`config.mk`:
```
export PLATFORM = sky130hd
export DESIGN_NAME = pattern_transmitter
export DESIGN_NICKNAME = d
export VERILOG_FILES = /design/src/rtl/pattern_transmitter.sv
export SDC_FILE = /design/constraint.sdc
export NUM_CORES = 1
export LEC_CHECK = 0
export ABC_AREA = 1
export BUFFER_PORTS_ARGS = -buffer_cell sky130_fd_sc_hd__clkbuf_2
export CAP_MARGIN = 25
export CORE_ASPECT_RATIO = 1.4
export CORE_UTILIZATION = 45
export CTS_CLUSTER_SIZE = 25
export DETAILED_ROUTE_END_ITERATION = 6
export HOLD_SLACK_MARGIN = 0.05
export MAX_ROUTING_LAYER = met4
export PLACE_DENSITY = 0.66
export SYNTH_ARGS = -nofsm -noshare
export SYNTH_HDL_FRONTEND = slang
export SYNTH_SLANG_ARGS = --single-unit
```
`constraint.sdc`:
```
create_clock -name clk -period 4 [get_ports clk]
set_input_delay 0.2 -clock clk [delete_from_list [all_inputs] [get_ports clk]]
set_output_delay 0.2 -clock clk [all_outputs]
set_load 0.05 [all_outputs]
```
`src/rtl/pattern_transmitter.sv`:
```
// pattern_transmitter
//   Serial source for the pattern detection path. A pattern captured while
//   idle is shifted out LSB first, one bit per clock, so a detector that
//   shifts serial_out into its MSB holds the pattern after the last bit.
//   A start sends repeat_cnt+1 frames, optionally separated by GAP idle
//   cycles, and finishes with a one-cycle done pulse. abort returns to idle
//   at once without a done pulse.
//
//   Optional feature: define PATTERN_TX_PARITY_EN to append an even-parity
//   bit (XOR of the pattern bits) to every frame.
//
// Ports
//   clk          rising-edge clock
//   reset        synchronous active-high reset
//   load         capture pattern into the pattern register (idle only)
//   pattern      pattern to capture
//   start        begin transmission (idle only)
//   repeat_cnt   frames to send minus one, sampled with start
//   abort        terminate transmission and return to idle
//   serial_out   registered serial data, IDLE_LVL when not transmitting
//   serial_valid high in every cycle serial_out carries a frame bit
//   busy         high while a transmission is in progress
//   done         one-cycle pulse after the final bit of the final frame

module pattern_transmitter #(
  parameter int   WIDTH    = 5,
  parameter int   CNT_W    = 4,
  parameter int   GAP      = 0,
  parameter logic IDLE_LVL = 1'b0
) (
  input  logic             clk,
  input  logic             reset,
  input  logic             load,
  input  logic [WIDTH-1:0] pattern,
  input  logic             start,
  input  logic [CNT_W-1:0] repeat_cnt,
  input  logic             abort,
  output logic             serial_out,
  output logic             serial_valid,
  output logic             busy,
  output logic             done
);

`ifdef PATTERN_TX_PARITY_EN
  localparam int FRAME_LEN = WIDTH + 1;
`else
  localparam int FRAME_LEN = WIDTH;
`endif
  localparam int BIT_W = $clog2(FRAME_LEN);
  localparam int PAD   = 1 << BIT_W;
  localparam int GAP_W = $clog2(GAP + 2);
  localparam logic [BIT_W-1:0] LAST_BIT = BIT_W'(FRAME_LEN - 1);

  typedef enum logic [1:0] {
    IDLE,
    SHIFT,
    GAP_WAIT
  } state_t;

  state_t           state, state_nxt;
  logic [WIDTH-1:0] pat_reg, pat_nxt;
  logic [BIT_W-1:0] bit_cnt, bit_nxt;
  logic [CNT_W-1:0] frame_cnt, frame_nxt;
  logic [GAP_W-1:0] gap_cnt, gap_nxt;
  logic             out_nxt;
  logic             valid_nxt;
  logic             done_nxt;

  // Bit idx of a frame. The pattern is zero-extended to a power of two so
  // the index width always matches; the parity slot sits just past the
  // pattern bits when that feature is built in.
  function automatic logic frame_bit(input logic [WIDTH-1:0] pat,
                                     input logic [BIT_W-1:0] idx);
    logic [PAD-1:0] ext;
    ext = PAD'(pat);
`ifdef PATTERN_TX_PARITY_EN
    if (idx == BIT_W'(WIDTH)) return ^pat;
`endif
    return ext[idx];
  endfunction

  // Next-state and next-output logic. Outputs are registered together with
  // the state, so whatever is computed here for the next state is exactly
  // what appears on the pins in that state: SHIFT with bit_cnt b is the
  // cycle in which bit b is on serial_out.
  always_comb begin
    state_nxt = state;
    pat_nxt   = pat_reg;
    bit_nxt   = bit_cnt;
    frame_nxt = frame_cnt;
    gap_nxt   = gap_cnt;
    out_nxt   = IDLE_LVL;
    valid_nxt = 1'b0;
    done_nxt  = 1'b0;
    case (state)
      IDLE: begin
        if (load) pat_nxt = pattern;
        // abort wins over start; with load+start the fresh pattern goes out
        if (start && !abort) begin
          state_nxt = SHIFT;
          frame_nxt = repeat_cnt;
          bit_nxt   = '0;
          gap_nxt   = '0;
          out_nxt   = pat_nxt[0];
          valid_nxt = 1'b1;
        end
      end
      SHIFT: begin
        if (abort) begin
          state_nxt = IDLE;
          bit_nxt   = '0;
          frame_nxt = '0;
          gap_nxt   = '0;
        end else if (bit_cnt != LAST_BIT) begin
          bit_nxt   = bit_cnt + BIT_W'(1);
          out_nxt   = frame_bit(pat_reg, bit_nxt);
          valid_nxt = 1'b1;
        end else begin
          bit_nxt = '0;
          if (frame_cnt == '0) begin
            state_nxt = IDLE;
            done_nxt  = 1'b1;
          end else begin
            // the frame counter only counts down to zero, so an all-ones
            // repeat_cnt yields 2^CNT_W frames without wrapping
            frame_nxt = frame_cnt - CNT_W'(1);
            if (GAP > 0) begin
              state_nxt = GAP_WAIT;
              gap_nxt   = GAP_W'(GAP - 1);
            end else begin
              out_nxt   = frame_bit(pat_reg, '0);
              valid_nxt = 1'b1;
            end
          end
        end
      end
      GAP_WAIT: begin
        if (abort) begin
          state_nxt = IDLE;
          bit_nxt   = '0;
          frame_nxt = '0;
          gap_nxt   = '0;
        end else if (gap_cnt == '0) begin
          state_nxt = SHIFT;
          bit_nxt   = '0;
          out_nxt   = frame_bit(pat_reg, '0);
          valid_nxt = 1'b1;
        end else begin
          gap_nxt = gap_cnt - GAP_W'(1);
        end
      end
      default: state_nxt = IDLE;
    endcase
  end

  // State, counters, pattern and all outputs are registered here; reset
  // overrides everything, including a frame in flight, and never pulses done.
  always_ff @(posedge clk) begin
    if (reset) begin
      state        <= IDLE;
      pat_reg      <= '0;
      bit_cnt      <= '0;
      frame_cnt    <= '0;
      gap_cnt      <= '0;
      serial_out   <= IDLE_LVL;
      serial_valid <= 1'b0;
      busy         <= 1'b0;
      done         <= 1'b0;
    end else begin
      state        <= state_nxt;
      pat_reg      <= pat_nxt;
      bit_cnt      <= bit_nxt;
      frame_cnt    <= frame_nxt;
      gap_cnt      <= gap_nxt;
      serial_out   <= out_nxt;
      serial_valid <= valid_nxt;
      busy         <= (state_nxt != IDLE);
      done         <= done_nxt;
    end
  end

endmodule

```
# Word-level counts from Yosys, hierarchy flattened
# Cells that the tools add are included.
[word_totals] ff_bits=19 inputBits=14 word_cells=77
[classes] addsub=3 order_cmp=1 eq_ne=9 n_mux=42 n_bitwise=1 reduce_logical=11
[op_table] operator="2-to-1 mux 4 bit" n=5
[op_table] operator="2-to-1 mux 1 bit" n=19
[op_table] operator="2-to-1 mux 3 bit" n=5
[op_table] operator="2-to-1 mux 2 bit" n=6
[op_table] operator="inequality test 3 bit, second input constant" n=4
[op_table] operator="case mux 4 bit (3 select lines)" n=1
[op_table] operator="case mux 1 bit (3 select lines)" n=3
[op_table] operator="case mux 3 bit (3 select lines)" n=1
[op_table] operator="inequality test 2 bit, second input constant" n=3
[op_table] operator="case mux 2 bit (3 select lines)" n=1
[op_table] operator="AND reduction 3 bit" n=2
[op_table] operator="AND reduction 5 bit" n=1
[op_table] operator="zero test 4 bit" n=1
[op_table] operator="less-than comparator 3 x 4 -> 1 bit, second input constant" n=1
[op_table] operator="OR reduction 4 bit" n=1
[op_table] operator="subtractor 4 x 1 -> 4 bit, second input constant" n=1
[op_table] operator="adder 3 x 1 -> 3 bit, second input constant" n=1
[op_table] operator="binary-select mux 1 bit (select 3 bit)" n=1
[op_table] operator="nonzero test 3 bit" n=1
[op_table] operator="== test 2 x 1 -> 1 bit, second input constant" n=1
[op_table] operator="== test 2 bit, second input constant" n=1
[op_table] operator="zero test 2 bit" n=1
[op_table] operator="AND reduction 2 bit" n=1
[op_table] operator="nonzero test 2 bit" n=1
[op_table] operator="4 further kinds" n=4

# Depth between registers and ports, before layout
# Gate-level depths: netlist of run 1.
[depth] depth_word=6 mapped_depth=11 ltp_nobuf=11

# Least setup slack after synthesis of run 1
# Ideal clock, no wire load.
[synth_path] path_kind="register to register" start="reg state[1]" end="reg frame_cnt[1]" setup_time_ns=0.115 t_arrival_ns=1.182 slack_ns=2.703 path_stages_with_launch=11 path_cell_list="dfxtp_1 -> inv_1 -> ha_1 -> nand2_2 -> inv_2 -> nand2_2 -> nand2_1 -> inv_2 -> nand2_4 -> o21ai_1 -> nor2_1"
[synth_via] elab_chain_cells=3
[synth_lines] element="from (decl)" line_no="60" source="state_t state, state_nxt;"
[synth_lines] element="from (signal assigned)" line_no="170" source="state <= state_nxt;"
[synth_lines] element="== test 2 x 1 -> 1 bit, or another cell as far along" line_no="95" source="case (state)"
[synth_lines] element="inequality test 3 bit (no source line), or another cell as far along"
[synth_lines] element="AND reduction 5 bit (no source line)"
[synth_lines] element="to (signal assigned)" line_no="173" source="frame_cnt <= frame_nxt;"
[synth_lines] element="to (decl)" line_no="63" source="logic [CNT_W-1:0] frame_cnt, frame_nxt;"
# Several ways; a longest one is shown, not always the timed one.
# A chain may end at the register's enable or synchronous reset.

# Worst setup path in the final report of run 1
[layout_path] start="reg state[0]" end="reg frame_cnt[1]"
# Same word-level chain as after synthesis.

==> results of run 1 <==
## layer usage
layer  track usage (%)  wire length (um)
met4              9.38                43
met2              33.1              1040
met1              20.7               878
met5                 -                 0
met3              3.05                57
## power breakdown
group / internal, mW / leakage (nW) / switching [mW]
logic: 0.0365 / 0.458 / 0.0643
clock network: 0.0554 / 0.0210 / 0.0537
registers: 0.192 / 0.148 / 0.00718
## worst max path at each step
stage / startpoint / end / slack, ns / cells past startpoint
after CTS: state[1] / busy / 2.55 / 10
after detailed placement: state[1] / busy / 2.57 / 10
after global routing: state[1] / busy / 2.36 / 10
final: state[0] / frame_cnt[1] / 2.56 / 8
after global placement: state[1] / busy / 2.58 / 10
after floorplan: state[1] / frame_cnt[1] / 2.70 / 10
## metrics by stage
stage                     hold WS, ns  area (um^2)  std cells  power [mW]
after floorplan                 0.357         1050        154       0.281
after global placement          0.447         1150        192       0.303
after detailed placement        0.445         1150        192       0.305
after CTS                       0.181         1190        196       0.414
after global routing            0.198         1190        196       0.437
final                           0.180         1190        196       0.409
## synthesized netlist by cell type (2+ instances only)
master,count
nand3_1,6
ha_1,9
a211oi_1,2
dfxtp_1,18
inv_1,21
nand2_1,35
o21ai_0,10
a21oi_1,13
o21ai_1,3
inv_2,6
nor2_1,18
nand2_2,5
## logic make-up after synthesis
group / Yosys count
XOR/XNOR: 1
adder cells (fa/ha/maj): 9
buffers and inverters: 28
flip-flops: 18
AO/OA/AOI/OAI: 29
AND/OR/NAND/NOR: 69
## worst max-delay path: cells and delay by family, from the launching register on
kind / cells / cell delay, ns
AOI/OAI and AO/OA: 1 / 0.12
adders and majority gates: 1 / 0.28
buffers and inverters: 2 / 0.18
DFF: 1 / 0.41
and+or+nand+nor: 4 / 0.34
## cell type report
class	instances	share of cell area (%)
repair buffers	17	7.15
inverters	27	8.52
flip-flops and latches	18	30.3
multi-input cells	108	48.7
clock buffers	4	3.05
well taps	22	2.31
==> reports/metrics.csv, run 1 <==
metric;value;unit
p_per_area;344;nW/um^2
grtUsageTotal;19.0;%
htree_levels;1;
max_freq;694;MHz
core_area;2180;um^2
hold_viol;0;
cts_tree;yes;
dieArea;2530;um^2
synth_top_family_by_area;simple AND/OR/NAND/NOR gates;
worstPathRequired;4.19;ns
wirelength;2020;um
synthDominantCellAreaShare;34.4;%
skew;0.00119;ns
syn-cell-area;1050;um^2
ys_types;20;
ctsHoldBuffers;0;
cts-root-buf;clkbuf_4;
status;complete, no violations;
seq_area;360;um^2
synthToLayoutAreaGrowth;13.5;%
post_cts_buffers;0;
fp.dieW;42.8;um
period_minus_slack;1.44;ns
critPathMaxFanout;5;
grt_pass1_wl;3590;um
cts.clk_slew.worst_paths;0.10;ns
avgSynthCellArea;6.81;um^2
setup_tns;0;ns
nNetsFinal;198;
utilization;54.7;%
gr-total-overflow;0;
vias;963;
synthTopCellsByArea;dfxtp_1, nand2_1, ha_1, inv_1, nor2_1;
slew_headroom;81.7;%
crit_path_top_delay_cell;dfxtp_1;
grt_setup_unrepaired;false;
synth-compound-area-share;14.6;%
hold_depth;3;
final_common_cell;nand2_1;
max-cap-violations;0;
yosys.area_share.simple;29.1;%
dr.pass1.iters;4;
vias_per_cell;4.91;
clk_path_buf_depth;2;
grt_pass1_vias;906;
postRouteAntennaNets;0;
reg2reg_to;frame_cnt[1];
hold_end;pat_reg[4];
syn_inst;154;
antenna_found_initial;0;
syn_nets;177;
arrival;1.63;ns
ys_seq_elements;18;
grt_max_degree;11;
synth_xor_area_share;0.835;%
multi_input_area;579;um^2
synth_ff_type;dfxtp_1;
drt_iter0_markers;8;
pin_count;18;
async_flop_share;0;%
period_share;36.0;%
post_synth_fa_ha_maj_area_fraction;10.7;%
min-delay-start;pattern[4];
min_path_type;in2reg;
reg2reg_from;state[0];
place.gp.congestion;0.785;
setup_viol;0;
synth_edf_count;0;
setup_slack;2.56;ns
drcViolationCount;0;
crit_chain;inv_1 -> ha_1 -> nand2_1 -> nand2_1 -> inv_2 -> nand2_4 -> o21ai_1 -> nor2_1;
cp-end-kind;register;
fill_cells;224;
dp.final_hpwl;1690;um
largest_reg_flops;5;
start_util;48.2;%
synthMuxAreaShare;0;%
final_cell_mix;nand2_1, inv_1, nor2_1, dfxtp_1, clkbuf_2;
cp_common_cell;nand2_1;
numPortBuffers;17;
crit_type;reg2reg;
crit_path_start_kind;register;
cts_sinks;18;
wire_per_inst;10.3;um
insertedDiodeCount;0;
worstRegToRegCells;8;
p_leak;0.627;nW
num_rows;20;
rrSetupSlack;2.56;ns
drv_slew;0;
cts_buffers;3;
yosys_warnings;0;
cts_resized;0;
ys_seq_area_share;34.4;%
max-vdd-ir-drop;196;uV
clk-insertion-delay-late;0.28;ns
pre_cts_slack;2.57;ns
worst_pin_slew;0.275;ns
yosysTopAreaCell;dfxtp_1;
dieHeight;59.1;um
final_layout_size_suffix_gt1_share;20.1;%
critical_path.max_stage_delay;0.41;ns
No activity file was read; power rests on OpenSTA's default activity.
==> run 2: changes to the inputs <==
ABC_AREA = 0   (was 1)
PLACE_DENSITY = 0.68   (was 0.66)
clock period = 1.25 ns   (was 4 ns; I/O delays follow)
==> reports/metrics.csv, run 2 <==
metric;value;unit;change
ys_seq_area_share;31.9;%;-2.4 points
crit_path_start_kind;register;;
antenna_found_initial;0;;unchanged
ys_seq_elements;18;;unchanged
numPortBuffers;17;;unchanged
p_leak;0.732;nW;+17%
seq_area;373;um^2;+3.5%
synthTopCellsByArea;dfxtp_1, ha_1, a21oi_1, nand2_1, nand3_1;;
syn_inst;135;;-12%
synthDominantCellAreaShare;31.9;%;-2.4 points
final_layout_size_suffix_gt1_share;57.9;%;+38 points
grt_setup_unrepaired;true;;
clk-insertion-delay-late;0.31;ns;+0.03 ns
slew_headroom;77.8;%;-3.9 points
yosysTopAreaCell;dfxtp_1;;
grt_max_degree;11;;unchanged
worst_pin_slew;0.333;ns;+0.0575 ns
dr.pass1.iters;4;;unchanged
place.gp.congestion;0.890;;+13%
synthTopCellsByCount;dfxtp_1, a21oi_1, nand2_1;;
wirelength;3330;um;+65%
hold_viol;0;;unchanged
place_inst;208;;+8.3%
yosys_warnings;0;;unchanged
arrival;1.72;ns;+0.09 ns
synthToLayoutAreaGrowth;65.9;%;
syn-cell-area;1130;um^2;+7.6%
violations;negative setup slack;;
drcViolationCount;0;;unchanged
grt_use_met3;1.76;%;-1.3 points
postRouteAntennaNets;0;;unchanged
grt_pass1_wl;4910;um;+36%
htree_levels;1;;unchanged
dieHeight;61.3;um;+3.6%
period_share;121;%;+85 points
cts_sinks;18;;unchanged
insertedDiodeCount;0;;unchanged
final_cell_mix;buf_4, clkbuf_2, a21oi_1, dfxtp_1, nand2_1;;
vias_per_cell;5.43;;+11%
max-cap-violations;0;;unchanged
timing.hold.ws;0.0691;ns;-0.111 ns
core_area;2390;um^2;+9.8%
worstPathRequired;1.46;ns;-2.73 ns
period_minus_slack;1.52;ns;+0.0742 ns
cts_tree;yes;;
grt.met1_usage;24.7;%;+4.1 points
skew;0.00810;ns;+0.00691 ns
dieArea;2720;um^2;+7.3%
final_common_cell;buf_4;;
async_flop_share;0;%;unchanged
final_area;1870;um^2;+57%
cts_buffers;3;;unchanged
min_path_type;in2reg;;
ys_types;41;;+110%
syn_nets;158;;-11%
cts.clk_slew.worst_paths;0.12;ns;+0.02 ns
max_freq;660;MHz;-4.9%
synth_ff_type;dfxtp_1;;
vias;1217;;+26%
pin_count;18;;unchanged
drv_slew;0;;unchanged
critPathMaxFanout;4;;-1
multi_input_area;983;um^2;+70%
start_util;47.2;%;-0.96 points
wire_per_inst;14.9;um;+45%
fp.dieW;44.3;um;+3.6%
cts-root-buf;clkbuf_4;;
yosysMostFrequentCell;dfxtp_1;;
fill_cells;169;;-25%
max-vdd-ir-drop;689;uV;+250%
crit_type;reg2reg;;
drt_iter0_markers;55;;+47
grtUsageTotal;25.2;%;+6.2 points
clk_path_buf_depth;2;;unchanged
synth_edf_count;0;;unchanged
grt_pass1_vias;1174;;+30%
setup_slack;-0.266;ns;-2.82 ns
finalPower;1.55;mW;+280%
use_met2;50.6;%;+18 points
nNetsFinal;214;;+8.1%
p_per_area;829;nW/um^2;+140%
layout.cells.non_filler;224;;+14%
status;finished with violations;;
gr-total-overflow;0;;unchanged
dpl-instance-area;1530;um^2;+33%
largest_reg_flops;5;;unchanged
avgSynthCellArea;8.36;um^2;+23%
cp-end-kind;register;;
num_rows;21;;+5.0%
dp.final_hpwl;2260;um;+34%
gr-max-usage-layer;met2;;
setup_viol;11;;+11
run 2: cell types whose count changed in the layout (fill, tap and decap cells not counted), moves of 8 or more:
cell / previous run / this run
nand2_1: 35 / 10
o21ai_0: 10 / 1
buf_4: 0 / 26
inv_1: 21 / 2
ha_1: 9 / 1
nor2_1: 18 / 7
run 2: worst paths after layout:
path                                 start          to  slack, ns  depth (start not counted)
worst max-delay path            bit_cnt[0]  serial_out      -0.27                          6
worst min-delay path                 reset  pat_reg[0]       0.07                          2
worst max register to register  bit_cnt[0]  serial_out      -0.27                          6
worst min register to register  pat_reg[4]  pat_reg[4]       0.47                          2
run 2: layer usage:
| layer | vias up | part of all wire (%) |
|---|---|---|
| met2 | 25 | 57 |
| met3 | 10 | 2.6 |
| met4 | 0 | 2.5 |
| met1 | 583 | 37 |
| li1 | 599 | - |
| met5 | - | 0 |
run 2: power breakdown:
group          switching (mW)  internal (mW)
clock                   0.203          0.178
combinational           0.261          0.274
sequential             0.0307          0.605
total                   0.494           1.06
run 2: worst max-delay path, cell delays in order (launching register included):
cell      delay [ns]
dfxtp_4         0.37
inv_4           0.04
ha_4            0.29
mux2i_4         0.25
o22ai_2         0.10
nor4bb_2        0.27
o31ai_1         0.10
run 2: stage by stage:
| stage | worst slack [ns] | util (%) | setup TNS [ns] |
|---|---|---|---|
| after CTS | -0.310 | 73.1 | -1.32 |
| after floorplan | -0.173 | - | -0.497 |
| final | -0.266 | 78.3 | -1.42 |
| after detailed placement | -0.265 | 64.1 | -1.77 |
| after global routing | -0.327 | 78.3 | -2.12 |
| after global placement | -0.185 | 64.1 | -1.25 |
run 2: kinds of logic after synthesis:
kind of cell / count (synthesis) / share of synthesized area (%)
xor+xnor: 1 / 0.776
fa+ha+maj: 9 / 9.98
buf+inv: 12 / 4.10
mux: 3 / 2.77
compound gates: 39 / 25.6
simple gates: 53 / 24.8
flops: 18 / 31.9
run 2: layout make-up:
class                   instances  share of cell area [%]
multi-input cells             105                    52.5
well taps                      34                    2.27
clock buffers                   4                    1.94
repair buffers                 54                    21.3
flip-flops and latches         18                    19.9
inverters                       9                    2.07
run 2: what timing repair did:
| item | 4_1_cts | 5_1_grt |
|---|---|---|
| hold buffers | 5 | 0 |
| setup buffers | 3 | 5 |
| pin swaps | 13 | 25 |
| resized for setup | 29 | 22 |
| hold endpoints to repair | 5 | 0 |
| endpoints found under the setup margin | 13 | 18 |
==> run 3: changes to the inputs <==
CELL_PAD_IN_SITES_DETAIL_PLACEMENT = 1   (was default)
CELL_PAD_IN_SITES_GLOBAL_PLACEMENT = 1   (was default)
CORE_UTILIZATION = 37   (was 45)
PLACE_DENSITY = default   (was 0.68)
PLACE_DENSITY_LB_ADDON = 0.1   (was default)
==> reports/metrics.csv, run 3 (synthesis results as in run 2) <==
metric;value;unit;change
period_share;133;%;+12 points
cts_buffers;3;;unchanged
min_path_type;in2reg;;
drcViolationCount;0;;unchanged
grtUsageTotal;31.1;%;+5.8 points
dpl-instance-area;1570;um^2;+2.2%
crit_path_start_kind;register;;
wire_per_inst;25.0;um;+68%
crit_path_top_delay_cell;dfxtp_2;;
largest_reg_flops;5;;unchanged
dieArea;3280;um^2;+21%
setup_slack;-0.412;ns;-0.146 ns
arrival;1.84;ns;+0.12 ns
cts.clk_slew.worst_paths;0.07;ns;-0.05 ns
power_frac_comb;37.9;%;+3.4 points
vias_per_cell;5.76;;+5.9%
cts_sinks;18;;unchanged
grt_setup_unrepaired;true;;
grt.met1_usage;27.9;%;+3.2 points
cts_tree;yes;;
clk_path_buf_depth;2;;unchanged
clk-insertion-delay-late;0.28;ns;-0.03 ns
postRouteAntennaNets;0;;unchanged
pre_cts_slack;-0.266;ns;-0.00105 ns
dieHeight;67.3;um;+9.9%
status;finished with violations;;
place.gp.congestion;0.840;;-5.7%
insertedDiodeCount;0;;unchanged
setup_tns;-2.48;ns;-1.06 ns
violations;negative setup slack;;
vias;1341;;+10%
fill_cells;300;;+78%
use_met2;58.9;%;+8.2 points
gr-max-usage-layer;met2;;
htree_levels;1;;unchanged
crit_type;reg2reg;;
cts-root-buf;clkbuf_8;;
drv_slew;0;;unchanged
drt_iter0_markers;39;;-29%
numPortBuffers;17;;unchanged
cp-end-kind;register;;
grt_max_degree;15;;+4
grt_pass1_wl;7180;um;+46%
synthToLayoutAreaGrowth;82.9;%;
p_leak;0.804;nW;+9.8%
num_rows;23;;+9.5%
final_area;2060;um^2;+10%
max-cap-violations;0;;unchanged
slew_headroom;76.5;%;-1.2 points
max-vdd-ir-drop;1120;uV;+63%
gr-total-overflow;0;;unchanged
core_area;2880;um^2;+20%
hold_viol;0;;unchanged
crit_chain;buf_4 -> ha_1 -> nor2b_1 -> a32oi_1 -> o211ai_1 -> o31ai_1;;
dp.final_hpwl;2700;um;+19%
critPathMaxFanout;5;;+1
start_util;39.2;%;-8.0 points
p_per_area;894;nW/um^2;+7.9%
multi_input_area;1080;um^2;+10%
worstPathRequired;1.43;ns;-0.03 ns
power_frac_seq;34.8;%;-6.2 points
seq_area;373;um^2;unchanged
setup_viol;13;;+2
final_layout_size_suffix_gt1_share;63.3;%;+5.4 points
intPower;1.23;mW;+16%
fp.dieW;48.7;um;+9.8%
critical_path.max_stage_delay;0.33;ns;-0.04 ns
antenna_found_initial;0;;unchanged
grt_use_met3;3.83;%;+2.1 points
power.switching;0.618;mW;+25%
final_common_cell;buf_4;;
grt_pass1_vias;1509;;+29%
skew;0.00759;ns;-0.000503 ns
wirelength;5830;um;+75%
period_minus_slack;1.66;ns;+0.146 ns
final_cell_mix;buf_4, clkbuf_2, buf_6;;
pwr-share-clk;27.3;%;+2.8 points
max_freq;602;MHz;-8.8%
sw_frac_of_total;33.5;%;+1.6 points
nNetsFinal;220;;+2.8%
pin_count;18;;unchanged
dr.pass1.iters;3;;-1
worst_pin_slew;0.351;ns;+0.0184 ns
==> run 3: final cells by class <==
| class | instances | area share, % |
|---|---|---|
| sequential | 18 | 18.1 |
| timing repair buffer | 60 | 22.5 |
| multi-input combinational | 105 | 52.5 |
| inverter | 9 | 2.00 |
| tap | 37 | 2.24 |
| clock buffer | 4 | 2.67 |
==> run 3: routing by layer <==
layer  routed length [um]  up-vias
met5                    0        -
met4                  398        0
met3                  103       28
met2                 3200       39
met1                 2120      661
li1                     -      613
==> run 3: power groups by stage <==
stage               Clock [mW]  Combinational, mW  Sequential, mW
floorplan                    0              0.253           0.662
global placement             0              0.418           0.643
detailed placement           0              0.433           0.645
CTS                      0.499              0.575           0.635
global route             0.528              0.723           0.647
finish                   0.504              0.698           0.643
==> run 3: timing repair <==
item,CTS,global route
hold buffers,3,0
endpoints found under the setup margin,13,18
hold endpoints to repair,3,0
pin swaps,21,18
gates resized for setup,49,27
buffers inserted,8,3
==> run 3: worst max-delay path: cells and delay by family (launching register included) <==
kind | cells | cell delay, ns
AO/OA/AOI/OAI | 3 | 0.63
flip-flops | 1 | 0.33
adder cells (fa/ha/maj) | 1 | 0.26
AND/OR/NAND/NOR | 1 | 0.22
buffers and inverters | 1 | 0.13
==> run 3: per-stage QoR <==
stage                     cells  hold WS, ns  total power [mW]  util, %
after detailed placement    215        0.315              1.08     54.4
final                       233       0.0773              1.85     71.7
after floorplan             135        0.127             0.915        -
after CTS                   230       0.0595              1.71     65.8
after global routing        233       0.0860              1.90     71.7
after global placement      215        0.300              1.06     54.4
==> run 3: worst paths after layout <==
check / slack (ns) / start / depth (start not counted) / to
max: -0.41 / bit_cnt[1] / 6 / serial_out
min: 0.08 / pattern[3] / 3 / pat_reg[3]
max reg2reg: -0.41 / bit_cnt[1] / 6 / serial_out
min reg2reg: 0.48 / pat_reg[4] / 2 / pat_reg[4]
